<file path="config.mk">
export PLATFORM = sky130hd
export DESIGN_NAME = c_lfsr_check
export DESIGN_NICKNAME = d
export VERILOG_FILES = /design/src/rtl/c_lfsr_check_pkg.sv /design/src/rtl/c_lfsr_check_step.sv /design/src/rtl/c_lfsr_check.sv
export SDC_FILE = /design/constraint.sdc
export NUM_CORES = 1
export LEC_CHECK = 0
export BUFFER_PORTS_ARGS = -buffer_cell sky130_fd_sc_hd__buf_2
export CAP_MARGIN = 20
export CORE_MARGIN = 10
export CORE_UTILIZATION = 50
export DETAILED_ROUTE_END_ITERATION = 6
export PLACE_DENSITY = 0.75
export REMOVE_ABC_BUFFERS = 1
export SLEW_MARGIN = 20
export SYNTH_ARGS = -nofsm -noshare
export SYNTH_HDL_FRONTEND = slang
export SYNTH_SLANG_ARGS = --single-unit
</file>
<file path="constraint.sdc">
create_clock -name clk -period 2.1 [get_ports clk]
set_clock_uncertainty 0.2 [all_clocks]
set_input_delay 0.105 -clock clk [delete_from_list [all_inputs] [get_ports clk]]
set_output_delay 0.105 -clock clk [all_outputs]
set_load 0.1 [all_outputs]
</file>
<file path="src/rtl/c_lfsr_check_pkg.sv">
// Shared types and helpers for the LFSR pattern checker and its step function.
package c_lfsr_check_pkg;

  typedef enum logic {
    ST_SEARCH = 1'b0,
    ST_LOCKED = 1'b1
  } chk_state_e;

  function automatic int max_int(input int a, input int b);
    return (a > b) ? a : b;
  endfunction

endpackage

</file>
<file path="src/rtl/c_lfsr_check_step.sv">
// One combinational LFSR iteration (no completion), shared by generator and checker.
module c_lfsr_step
  import c_lfsr_check_pkg::*;
#(
  parameter int width = 4
) (
  input  logic [width-1:0] q,
  input  logic [width-1:0] feedback,
  output logic [width-1:0] step
);

  // Vector bit width-1 carries stream bit 0, so the shift runs toward bit 0.
  assign step = {^(q & feedback), q[width-1:1]};

endmodule

</file>
<file path="src/rtl/c_lfsr_check.sv">
// Receive-side LFSR checker: self-syncs from received data, then free-runs and
// counts mismatches while locked.
module c_lfsr_check
  import c_lfsr_check_pkg::*;
#(
  parameter int width        = 4,
  parameter int lock_count   = 4,
  parameter int unlock_count = 4,
  parameter int count_width  = 16
) (
  input  logic                   clk,
  input  logic                   reset,
  input  logic                   active,
  input  logic [width-1:0]       feedback,
  input  logic                   valid,
  input  logic [width-1:0]       data,
  input  logic                   clear,
  output logic                   locked,
  output logic                   error,
  output logic [count_width-1:0] err_count
);

  localparam int cnt_w = $clog2(max_int(lock_count, unlock_count) + 1);
  localparam logic [cnt_w-1:0]       cnt_zero    = {cnt_w{1'b0}};
  localparam logic [cnt_w-1:0]       cnt_one     = cnt_w'(1);
  localparam logic [cnt_w-1:0]       lock_last   = cnt_w'(lock_count - 1);
  localparam logic [cnt_w-1:0]       unlock_last = cnt_w'(unlock_count - 1);
  localparam logic [count_width-1:0] err_zero    = {count_width{1'b0}};
  localparam logic [count_width-1:0] err_one     = count_width'(1);
  localparam logic [count_width-1:0] err_max     = {count_width{1'b1}};
  localparam logic [width-1:0]       word_zero   = {width{1'b0}};

  chk_state_e             state_q, state_d;
  logic [width-1:0]       exp_q, exp_d;
  logic [cnt_w-1:0]       match_cnt_q, match_cnt_d;
  logic [cnt_w-1:0]       miss_cnt_q, miss_cnt_d;
  logic                   have_prev_q, have_prev_d;
  logic                   locked_q, locked_d;
  logic                   error_q, error_d;
  logic [count_width-1:0] err_count_q, err_count_d;
  logic [width-1:0]       step_data_s, step_exp_s;
  logic                   data_eq_s;

  c_lfsr_step #(.width(width)) u_step_data (
    .q(data), .feedback(feedback), .step(step_data_s)
  );

  c_lfsr_step #(.width(width)) u_step_exp (
    .q(exp_q), .feedback(feedback), .step(step_exp_s)
  );

  assign data_eq_s = (data == exp_q);

  // Next-state: search/lock decision, free-running expectation, error counting.
  always_comb begin
    state_d     = state_q;
    exp_d       = exp_q;
    match_cnt_d = match_cnt_q;
    miss_cnt_d  = miss_cnt_q;
    have_prev_d = have_prev_q;
    locked_d    = locked_q;
    error_d     = error_q;
    err_count_d = err_count_q;
    if (active) begin
      error_d = 1'b0;
      if (clear) begin
        err_count_d = err_zero;
      end else begin
        err_count_d = err_count_q;
      end
      if (valid) begin
        case (state_q)
          ST_SEARCH: begin
            exp_d       = step_data_s;
            have_prev_d = 1'b1;
            // All-zero is the lock-up word and can never build confidence.
            if (have_prev_q && data_eq_s && (data != word_zero)) begin
              if (match_cnt_q == lock_last) begin
                state_d     = ST_LOCKED;
                locked_d    = 1'b1;
                match_cnt_d = cnt_zero;
              end else begin
                match_cnt_d = match_cnt_q + cnt_one;
              end
            end else begin
              match_cnt_d = cnt_zero;
            end
          end
          ST_LOCKED: begin
            exp_d = step_exp_s;
            if (!data_eq_s) begin
              error_d = 1'b1;
              if (err_count_d != err_max) begin
                err_count_d = err_count_d + err_one;
              end else begin
                err_count_d = err_max;
              end
              if (miss_cnt_q == unlock_last) begin
                state_d     = ST_SEARCH;
                locked_d    = 1'b0;
                miss_cnt_d  = cnt_zero;
                have_prev_d = 1'b0;
              end else begin
                miss_cnt_d = miss_cnt_q + cnt_one;
              end
            end else begin
              miss_cnt_d = cnt_zero;
            end
          end
          default: begin
            state_d     = ST_SEARCH;
            locked_d    = 1'b0;
            match_cnt_d = cnt_zero;
            miss_cnt_d  = cnt_zero;
            have_prev_d = 1'b0;
          end
        endcase
      end else begin
        exp_d = exp_q;
      end
    end else begin
      error_d = error_q;
    end
  end

  // State registers with synchronous reset.
  always_ff @(posedge clk) begin
    if (reset) begin
      state_q     <= ST_SEARCH;
      exp_q       <= word_zero;
      match_cnt_q <= cnt_zero;
      miss_cnt_q  <= cnt_zero;
      have_prev_q <= 1'b0;
      locked_q    <= 1'b0;
      error_q     <= 1'b0;
      err_count_q <= err_zero;
    end else begin
      state_q     <= state_d;
      exp_q       <= exp_d;
      match_cnt_q <= match_cnt_d;
      miss_cnt_q  <= miss_cnt_d;
      have_prev_q <= have_prev_d;
      locked_q    <= locked_d;
      error_q     <= error_d;
      err_count_q <= err_count_d;
    end
  end

  assign locked    = locked_q;
  assign error     = error_q;
  assign err_count = err_count_q;

endmodule

</file>
== After elaboration in Yosys (flattened, before gate mapping) ==
Cells that the tools add are included.
Word-level totals
  register bits after elaboration: 30
  latch bits: 0
  RAM bits: 0
  ROM bits: 0
  input port bits: 13
  output and inout port bits: 18
  logic and storage cells: 57
  memories: 0
Operators by class
  add/sub/neg operators: 3
  $mul: 0
  div/mod/pow operators: 0
  order comparisons: 0
  equality and inequality tests: 8
  shift-type cells: 0
  mux-type cells: 25
  bitwise gates (word level): 3
  reductions and logical operators: 10
Operators by type and width (number)
  16-bit 2-to-1 mux: 6
  16-bit by 1-bit adder with 16-bit output, second input constant: 1
  16-bit inequality test, second input constant: 1
  3-bit 2-to-1 mux: 4
  1-bit 2-to-1 mux: 11
  4-bit bitwise AND: 2
  4-bit case mux with 2 select lines: 1
  4-bit XOR reduction: 2
  3-bit by 1-bit adder with 3-bit output, second input constant: 2
  3-bit by 2-bit equality test with 1-bit output, second input constant: 2
  2-bit inequality test, second input constant: 3
  1-bit case mux with 2 select lines: 3
  3-bit AND reduction: 2
  6-bit AND reduction: 1
  4-bit equality test: 1
  4-bit AND reduction: 1
  4-bit nonzero test: 1
  1-bit logical AND: 2
  2-bit by 1-bit inequality test with 1-bit output, second input constant: 1
  2-bit AND reduction: 1
  1-bit NOT: 1

== Longest topological paths before layout ==
Gate-level depths: netlist of the first run.
  depth in word-level cells: 7
  mapped depth: 7

== Hierarchy ==
From an unflattened synthesis of the first run, not the netlist that was laid out.
Unflattened totals
  cells, all modules: 217
  area, all modules: 1774.2 um^2
By module, submodules not included
  c_lfsr_check: instances 1, cells an instance 197, area each 1646.6 um^2, sequential area each 600.6 um^2
  c_lfsr_step: instances 2, cells an instance 10, area each 63.8 um^2, sequential area each 0.0 um^2

== Worst setup path after synthesis of the first run ==
No wires, ideal clock.
  path type: flip-flop to flip-flop
  from: register err_count_q[1] (netlist: err_count[1])
  to: register err_count_q[13] (netlist: err_count[13])
  data arrival time: 2.343 ns
  data required time: 1.814 ns
  slack: -0.529 ns
  stages on the path, launching flop included: 6
  path buffers: 0
  cell sequence: dfxtp_1 > and4_1 > nand2_1 > nor4_4 > a31oi_1 > a211oi_1
Between the ends
  longest elaborated chain between the ends: 7
  elaborated cells on any way between the ends: 8
  classes of those cells: add/sub: 1; eq/ne: 1; mux: 6
RTL lines
  start, declared: RTL line c_lfsr_check.sv:40  | logic [count_width-1:0] err_count_q, err_count_d;
  start signal, assigned: RTL line c_lfsr_check.sv:136  | err_count_q <= err_zero;
  start signal, assigned: RTL line c_lfsr_check.sv:145  | err_count_q <= err_count_d;
  16-bit 2-to-1 mux *: RTL line c_lfsr_check.sv:66  | if (clear) begin
  16-bit 2-to-1 mux *: RTL line c_lfsr_check.sv:64  | if (active) begin
  16-bit by 1-bit adder with 16-bit output or 16-bit inequality test (tied branches): RTL line c_lfsr_check.sv:94, c_lfsr_check.sv:93
  16-bit 2-to-1 mux *: RTL line c_lfsr_check.sv:93  | if (err_count_d != err_max) begin
  16-bit 2-to-1 mux *: RTL line c_lfsr_check.sv:91  | if (!data_eq_s) begin
  16-bit 2-to-1 mux *: RTL line c_lfsr_check.sv:72  | case (state_q)
  16-bit 2-to-1 mux *: RTL line c_lfsr_check.sv:71  | if (valid) begin
Every way passes the cells marked *; elsewhere a longest branch is shown, timed or not. The select of a mux whose other input is x is not followed.
A chain may end at the register's enable or synchronous reset.

== Worst setup path in the final report of the first run ==
  from: register exp_q[2]
  to: register err_count_q[4] (netlist: err_count[4])
Between the ends
  longest elaborated chain between the ends: 4
RTL lines
  start, declared: RTL line c_lfsr_check.sv:34  | logic [width-1:0] exp_q, exp_d;
  start signal, assigned: RTL line c_lfsr_check.sv:130  | exp_q <= word_zero;
  start signal, assigned: RTL line c_lfsr_check.sv:139  | exp_q <= exp_d;
  4-bit equality test: RTL line c_lfsr_check.sv:52  | assign data_eq_s = (data == exp_q);
  16-bit 2-to-1 mux: RTL line c_lfsr_check.sv:91
  16-bit 2-to-1 mux: RTL line c_lfsr_check.sv:72
  16-bit 2-to-1 mux: RTL line c_lfsr_check.sv:71
Every way passes these cells.

==> results of run 1 <==
[worst max path at each step]
stage	startpoint	endpoint	slack, ps	depth (start not counted)
2_1_floorplan	err_count[1]	err_count[13]	-530	5
3_3_place_gp	exp_q[0]	err_count[13]	40	5
3_5_place_dp	exp_q[0]	state_q	20	5
4_1_cts	exp_q[2]	state_q	8	5
5_1_grt	err_count[3]	err_count[15]	-2	5
6_report	exp_q[2]	err_count[4]	110	6
[power by group through the flow]
| stage | clock (mW) | sequential (mW) | combinational, mW |
|---|---|---|---|
| finish | 0.369 | 0.587 | 0.155 |
| global route | 0.404 | 0.588 | 0.170 |
| CTS | 0.371 | 0.582 | 0.145 |
| detailed placement | 0 | 0.596 | 0.137 |
| global placement | 0 | 0.595 | 0.137 |
| floorplan | 0 | 0.595 | 0.0783 |
[synth_stat cells, types with 2 or more instances]
cell type / n / area (µm²)
a211oi_1: 8 / 60.06
a211oi_2: 2 / 25.02
a21oi_1: 16 / 80.08
a31oi_1: 3 / 18.77
a41oi_1: 4 / 35.03
and2_1: 5 / 31.28
and3b_1: 2 / 17.52
clkbuf_1: 7 / 26.28
dfxtp_1: 30 / 600.6
ha_1: 2 / 25.02
inv_1: 4 / 15.01
mux2i_1: 5 / 50.05
nand2_1: 23 / 86.33
nand2b_1: 3 / 18.77
nand3_1: 2 / 10.01
nand3b_1: 2 / 15.01
nand4_1: 2 / 12.51
nor2_1: 19 / 71.32
nor2b_1: 2 / 12.51
nor3_1: 5 / 25.02
nor4_2: 2 / 25.02
nor4_4: 2 / 42.54
o21a_1: 2 / 15.01
o21ai_0: 10 / 50.05
o31ai_1: 2 / 15.01
o41ai_1: 2 / 17.52
or3_1: 2 / 12.51
or4_1: 2 / 15.01
xnor2_1: 4 / 35.03
xor2_1: 2 / 17.52
xor2_2: 4 / 65.06
[per-layer routing]
metal  share of wire, %  GRT usage (%)
met5                  0              0
met3                4.8          3.716
met1                 45          17.14
met2                 49          23.54
met4               0.88          4.839
[sequential cells by signal, indices dropped and copies added, names as in the netlist]
register,count
miss_cnt_q,3
have_prev_q,1
err_count,16
match_cnt_q,3
locked,1
state_q,1
exp_q,4
error,1
[kinds of logic after synthesis]
| kind of cell | after synthesis | share of synthesized area (%) |
|---|---|---|
| XOR/XNOR | 10 | 6.615 |
| multiplexers | 5 | 2.815 |
| flip-flops | 30 | 33.78 |
| buffers and inverters | 13 | 2.814 |
| adder cells (fa/ha/maj) | 2 | 1.407 |
| AO/OA/AOI/OAI | 63 | 27.45 |
| AND/OR/NAND/NOR | 79 | 25.12 |
[timing repair]
item,in CTS,in global routing
endpoints found under the hold margin,6,0
pin swaps,1,7
buffers inserted,0,1
hold buffers,5,0
gates resized for setup,0,11
setup endpoints to repair,1,12
cloned,0,0
[cell type report]
type                            instances  area share [%]
Multi-Input combinational cell        159           52.69
Sequential cell                        30           26.93
Timing Repair Buffer                   52           14.52
Tap cell                               46           2.548
Clock buffer                            7           2.438
Inverter                                4          0.6648
Clock inverter                          1          0.2216
[critical path, cell delays in order (launching register included)]
cell and delay, ps:
dfxtp_2 360, xor2_4 210, o41a_4 560, buf_4 160
nand2_1 80, mux2i_1 190, o32ai_1 90
[stage by stage]
step                      setup TNS (ps)  utilization [%]
after floorplan                    -6167                -
after global placement                 0            61.09
after detailed placement               0            61.09
after CTS                              0            64.34
after global routing              -1.657            66.63
final                                  0            66.63
[placed cells by master (no fill, tap or decap), types with 2 or more instances in the layout]
cell type,Yosys,routed
xor2_1,2,2
and3b_1,2,2
nand2b_1,3,3
dfxtp_1,30,26
dlygate4sd3_1,0,5
o21ai_0,10,10
a41oi_1,4,4
o31ai_1,2,2
nor2_1,19,19
and2_1,5,5
ha_1,2,2
nor4_4,2,3
o41ai_1,2,2
inv_1,4,4
nor2b_1,2,2
or4_1,2,2
buf_2,1,30
a211oi_1,8,8
buf_4,0,17
dfxtp_2,0,3
nand2_1,23,23
xor2_4,0,4
nand3_1,2,2
clkbuf_4,0,5
nor3_1,5,5
o21a_1,2,2
a31oi_1,3,3
xnor2_1,4,4
or3_1,2,2
nand3b_1,2,2
mux2i_1,5,5
a211oi_2,2,2
a21oi_1,16,16
nand4_1,2,2
==> qor.log, run 1 <==
[global_routing] gr ovfl total 0
[timing] maximum frequency from static timing analysis 503.0 MHz
[floorplan] row count 21
[critical_path] r2r setup slk 110 ps
[clock_tree] clock insertion delay at the later pin of the skew report 330 ps
[synthesis] gate count after technology mapping 202
[synthesis] combined area of all synthesized cells 0.001778 mm²
[synthesis] number of enable-type register cells in the synthesized netlist 0
[pwr] reported leakage power 0.8612 nW
[timing] hold slack 68.78 ps
[detailed_routing] number of vias per cell 5.585
[pwr] part of the power in registers 52.8%
[layout] NumNets Final 267
[timing] worst max-slew margin expressed relative to the limit 60.34%
[layout] number of filler instances in the final layout 285
[pwr] Internal 0.8023 mW
[worst_hold_path] Hold/Removal Path Class primary input to flop
[worst_hold_path] Hold Path Cell Cnt 2
[global_routing] GR Util All Layers 14.16%
[detailed_routing] number of DRC violations after detailed routing 0
[critical_path] worst r2r src exp_q[2]
[synthesis] mean post-synth cell area 8.802 µm²
[status] result of the run finished clean
[synthesis] number of distinct library cells after synthesis 53
[critical_path] path depth of the worst reg2reg path 6
[floorplan] die area 0.006341 mm²
[layout] cell area after layout 0.002258 mm²
[synthesis] asr flop ratio synth 0%
[synthesis] most frequently used flop master after synthesis dfxtp_1
[pwr] maximum vdd drop 0.3144 mV
[detailed_routing] number of iterations in the first detailed-routing pass 4
[placement] weighted congestion at the end of routability-driven global placement 0.8454
[critical_path] CP Data Required Time 2100 ps
[pwr] part of the total power dissipated in the clock network 33.2%
[detailed_routing] violation count after the first detailed-routing iteration 143
[timing] Final Hold Viols 0
[synthesis] Synth Register Bits 30
[layout] Seq. cell area 608.1 µm²
[clock_tree] Clock Sink Count 30
[timing] measured slew at the worst slew-check pin 595.0 ps
[placement] buffers added on ports 30
[detailed_routing] antenna-violating nets left 0
[worst_hold_path] worst min-delay path startpoint reset
[detailed_routing] average wire per cell in the routed design 15.20 µm
[global_routing] wire length of the first global-routing pass 7465 µm
[clock_tree] Clock H-tree levels 2
[pwr] total design power 1.110 mW
[critical_path] endpoint of the most critical register-to-register path err_count[4]
[floorplan] standard cell core area 0.003390 mm²
[clock_tree] total CTS buffers 5
[detailed_routing] vias after detailed routing 1,670
[floorplan] height of the chip 79.63 µm
[clock_tree] clock-pin slew of the registers on the worst-case setup and hold paths 100 ps
[timing] post-route setup slack 111.9 ps
[critical_path] Crit path arrival time 1990 ps
[floorplan] number of top-level pins 31
[clock_tree] deepest clock path buffer count 2
[pwr] combinational share of power 13.9%
[timing] final slew viol count 0
[synthesis] synth warn 0
[layout] share of layout cells above drive strength 1 29.25%
[global_routing] maximum number of pins on one net before global-route repair 33
[global_routing] number of global-route vias before repair 1,638
[synthesis] sequential share of the synthesized area 33.78%
[clock_tree] CTS tree built
[placement] half-perimeter wire length after placement 3205 µm
[placement] pre-CTS setup slack 16.89 ps
[detailed_routing] final wirelength 4544 µm
[layout] multi-input gate area in the final layout 0.001190 mm²
[layout] Antenna diodes 0
[pwr] power density of the placed cells 491.6 mW/mm²
[floorplan] Die X 79.63 µm
[pwr] power dissipated by switching net loads 0.3080 mW
[clock_tree] CTS root buf clkbuf_4
[critical_path] kind of start point of the critical path flop
[timing] final setup violation count 0
[layout] fin cells 299
[floorplan] Initial Utilization 52.45%
[worst_hold_path] Min-Delay Endpoint have_prev_q
[critical_path] critical path capture point type flop
[placement] Cell Area, Placed 0.002071 mm²
[pwr] switching fraction of total power 27.74%
[placement] cell count after placement 285
[layout] area growth from synthesis to layout 27.02%
[global_routing] antenna violations before repair 0
[flow_run] reported max-cap violation count 0
[timing] final period utilization 94.67%
[timing] final critical path time including I/O delays and setup 1988 ps
[critical_path] class of the most critical setup path flop to flop
[critical_path] critical path fanouts, max 7
No activity file was read; power rests on OpenSTA's default activity.
==> inputs of run 2 (changes only) <==
--- a/config.mk
+++ b/config.mk
@@ -7,7 +7,7 @@
 export LEC_CHECK = 0
 export BUFFER_PORTS_ARGS = -buffer_cell sky130_fd_sc_hd__buf_2
 export CAP_MARGIN = 20
-export CORE_MARGIN = 10
+export CORE_MARGIN = 4
 export CORE_UTILIZATION = 50
 export DETAILED_ROUTE_END_ITERATION = 6
 export PLACE_DENSITY = 0.75
==> run 2 against run 1 <==
Final cell count increased by 0.67%; power about the same; worst setup slack lost 72 ps; register-to-register slack got worse by 60 ps; sequential power barely moved; global-route usage rose by 6.2 points; clock-buffer cell count stayed put; clock power barely moved; die area decreased by 28%; non-clock buffer count up 2; core utilization decreased by 0.11 points; largest power group unchanged.
==> qor.log, run 2 (synthesized netlist as in run 1, its figures left out) <==
[status] result of the run finished clean [unchanged]
[layout] Seq. cell area 601.8 µm² [was 608.1 µm²]
[critical_path] critical path fanouts, max 8 [was 7]
[timing] measured slew at the worst slew-check pin 577.2 ps [was 595.0 ps]
[detailed_routing] violation count after the first detailed-routing iteration 44 [was 143]
[critical_path] Worst Setup SP data[1] [was exp_q[2]]
[pwr] power density of the placed cells 492.9 mW/mm² [was 491.6 mW/mm²]
[placement] half-perimeter wire length after placement 3110 µm [was 3205 µm]
[placement] Cell Area, Placed 0.002078 mm² [was 0.002071 mm²]
[floorplan] row count 21 [unchanged]
[pwr] reported leakage power 0.8677 nW [was 0.8612 nW]
[global_routing] met1 track utilization from global routing 25.81% [was 17.14%]
[global_routing] number of global-route vias before repair 1,595 [was 1,638]
[detailed_routing] number of DRC violations after detailed routing 0 [unchanged]
[layout] area growth from synthesis to layout 26.81% [was 27.02%]
[pwr] total design power 1.111 mW [was 1.110 mW]
[clock_tree] Clock Sink Count 30 [unchanged]
[detailed_routing] vias after detailed routing 1,723 [was 1,670]
[critical_path] worst r2r src exp_q[3] [was exp_q[2]]
[timing] post-route setup slack 39.37 ps [was 111.9 ps]
[flow_run] reported max-cap violation count 0 [unchanged]
[clock_tree] CTS root buf clkbuf_4 [unchanged]
[global_routing] met3 track utilization from global routing 5.657% [was 3.716%]
[floorplan] number of top-level pins 31 [unchanged]
[layout] number of filler instances in the final layout 295 [was 285]
[global_routing] most used routing layer met2 [unchanged]
[critical_path] series of cell instances along the critical path dlygate4sd3_1 > buf_2 > xor2_4 > o41a_4 > a31oi_2 > buf_4 > o32ai_1 [was xor2_4 > o41a_4 > buf_4 > nand2_1 > mux2i_1 > o32ai_1]
[detailed_routing] antenna-violating nets left 0 [unchanged]
[layout] NumNets Final 269 [was 267]
[timing] worst max-slew margin expressed relative to the limit 61.52% [was 60.34%]
[placement] weighted congestion at the end of routability-driven global placement 0.8075 [was 0.8454]
[layout] flip-flop count of the largest register, all copies and words added 16 [unchanged]
[floorplan] die area 0.004574 mm² [was 0.006341 mm²]
[floorplan] standard cell core area 0.003390 mm² [unchanged]
[clock_tree] Clock H-tree levels 2 [unchanged]
[global_routing] gr ovfl total 0 [unchanged]
[worst_hold_path] Hold Path Cell Cnt 4 [was 2]
[critical_path] path depth of the worst reg2reg path 5 [was 6]
[timing] Final Hold Viols 0 [unchanged]
[global_routing] maximum number of pins on one net before global-route repair 33 [unchanged]
[timing] final slew viol count 0 [unchanged]
[timing] final critical path time including I/O delays and setup 2061 ps [was 1988 ps]
[critical_path] kind of start point of the critical path primary input [was flop]
[critical_path] Crit path arrival time 2070 ps [was 1990 ps]
[worst_hold_path] Hold/Removal Path Class primary input to flop [unchanged]
[critical_path] class of the most critical setup path primary input to flop [was flop to flop]
[detailed_routing] number of iterations in the first detailed-routing pass 4 [unchanged]
[clock_tree] clock insertion delay at the later pin of the skew report 340 ps [was 330 ps]
[clock_tree] clock-pin slew of the registers on the worst-case setup and hold paths 100 ps [about the same]
[critical_path] CP Data Required Time 2110 ps [was 2100 ps]
[layout] Antenna diodes 0 [unchanged]
[timing] final setup violation count 0 [unchanged]
[layout] leading cell types in the layout, fill and taps excluded dfxtp_1 (29), buf_2 (29), nand2_1 (23), buf_4 (20), nor2_1 (19) [was buf_2 (30), dfxtp_1 (26), nand2_1 (23), nor2_1 (19), buf_4 (17)]
[detailed_routing] final wirelength 4286 µm [was 4544 µm]
[placement] pre-CTS setup slack 41.84 ps [was 16.89 ps]
[layout] multi-input gate area in the final layout 0.001172 mm² [was 0.001190 mm²]
[critical_path] critical path's slowest cell dlygate4sd3_1 [was o41a_4]
[timing] RSZ-0062 raised after global routing yes
[floorplan] Initial Utilization 52.45% [unchanged]
[layout] utilization of the core after routing 66.52% [was 66.63%]
[global_routing] wire length of the first global-routing pass 7113 µm [was 7465 µm]
[clock_tree] total CTS buffers 5 [unchanged]
[global_routing] met2 capacity usage during global routing 33.05% [was 23.54%]
[timing] final period utilization 98.13% [was 94.67%]
[placement] buffers added on ports 30 [unchanged]
[floorplan] height of the chip 67.63 µm [was 79.63 µm]
[critical_path] critical path capture point type flop [unchanged]
[detailed_routing] number of vias per cell 5.724 [was 5.585]
[global_routing] GR Util All Layers 20.40% [was 14.16%]
[clock_tree] deepest clock path buffer count 2 [unchanged]
[global_routing] antenna violations before repair 0 [unchanged]
[pwr] maximum vdd drop 0.4181 mV [was 0.3144 mV]
[critical_path] Critical Path Max Stage Delay 530 ps [was 560 ps]
[clock_tree] CTS tree built [unchanged]
[worst_hold_path] worst min-delay path startpoint clear [was reset]
[layout] share of layout cells above drive strength 1 28.63% [was 29.25%]
[detailed_routing] average wire per cell in the routed design 14.24 µm [was 15.20 µm]
[timing] maximum frequency from static timing analysis 485.3 MHz [was 503.0 MHz]
[floorplan] Die X 67.63 µm [was 79.63 µm]
[layout] cell area after layout 0.002255 mm² [was 0.002258 mm²]
-- run 2: power by group --
part,switching [mW],internal [mW],total (mW)
sequential,0.00982,0.575,0.585
combinational,0.0907,0.0666,0.157
clock,0.207,0.162,0.369
total,0.307,0.804,1.11
-- run 2: repair_timing --
item,in CTS,in global routing
buffers inserted,0,3
endpoints found under the setup margin,0,11
resized for setup,0,6
endpoints found under the hold margin,6,0
hold buffers,5,0
-- run 2: worst paths after layout --
kind	end	slack (ps)
max	err_count[4]	40
max reg2reg	err_count[4]	50
min	err_count[5]	20
min reg2reg	match_cnt_q[0]	270
-- run 2: critical path: cells and delay by family --
kind | cells | cell delay (ps)
XOR/XNOR | 1 | 180
buffers and inverters | 3 | 880
AO/OA/AOI/OAI | 3 | 900
-- run 2: stage by stage --
step / TNS (ps) / cells / hold WS, ps
6_report: 0 / 301 / 21.44
5_1_grt: -82.12 / 301 / 75.37
4_1_cts: 0 / 299 / 6.808
3_5_place_dp: 0 / 286 / 244.9
3_3_place_gp: 0 / 286 / 237.5
2_1_floorplan: -6167 / 193 / -30.35
-- run 2: layout make-up --
cell class	count	share of cell area [%]
Multi-Input combinational cell	159	52.00
Clock buffer	7	2.442
Inverter	4	0.6659
Sequential cell	30	26.69
Tap cell	46	2.553
Clock inverter	1	0.2220
Timing Repair Buffer	54	15.43
-- run 2: layer usage --
metal	routed length [µm]	share of wire, %
met5	0	0
met1	1992	46
met4	47	1.1
met3	202	4.7
met2	2043	48
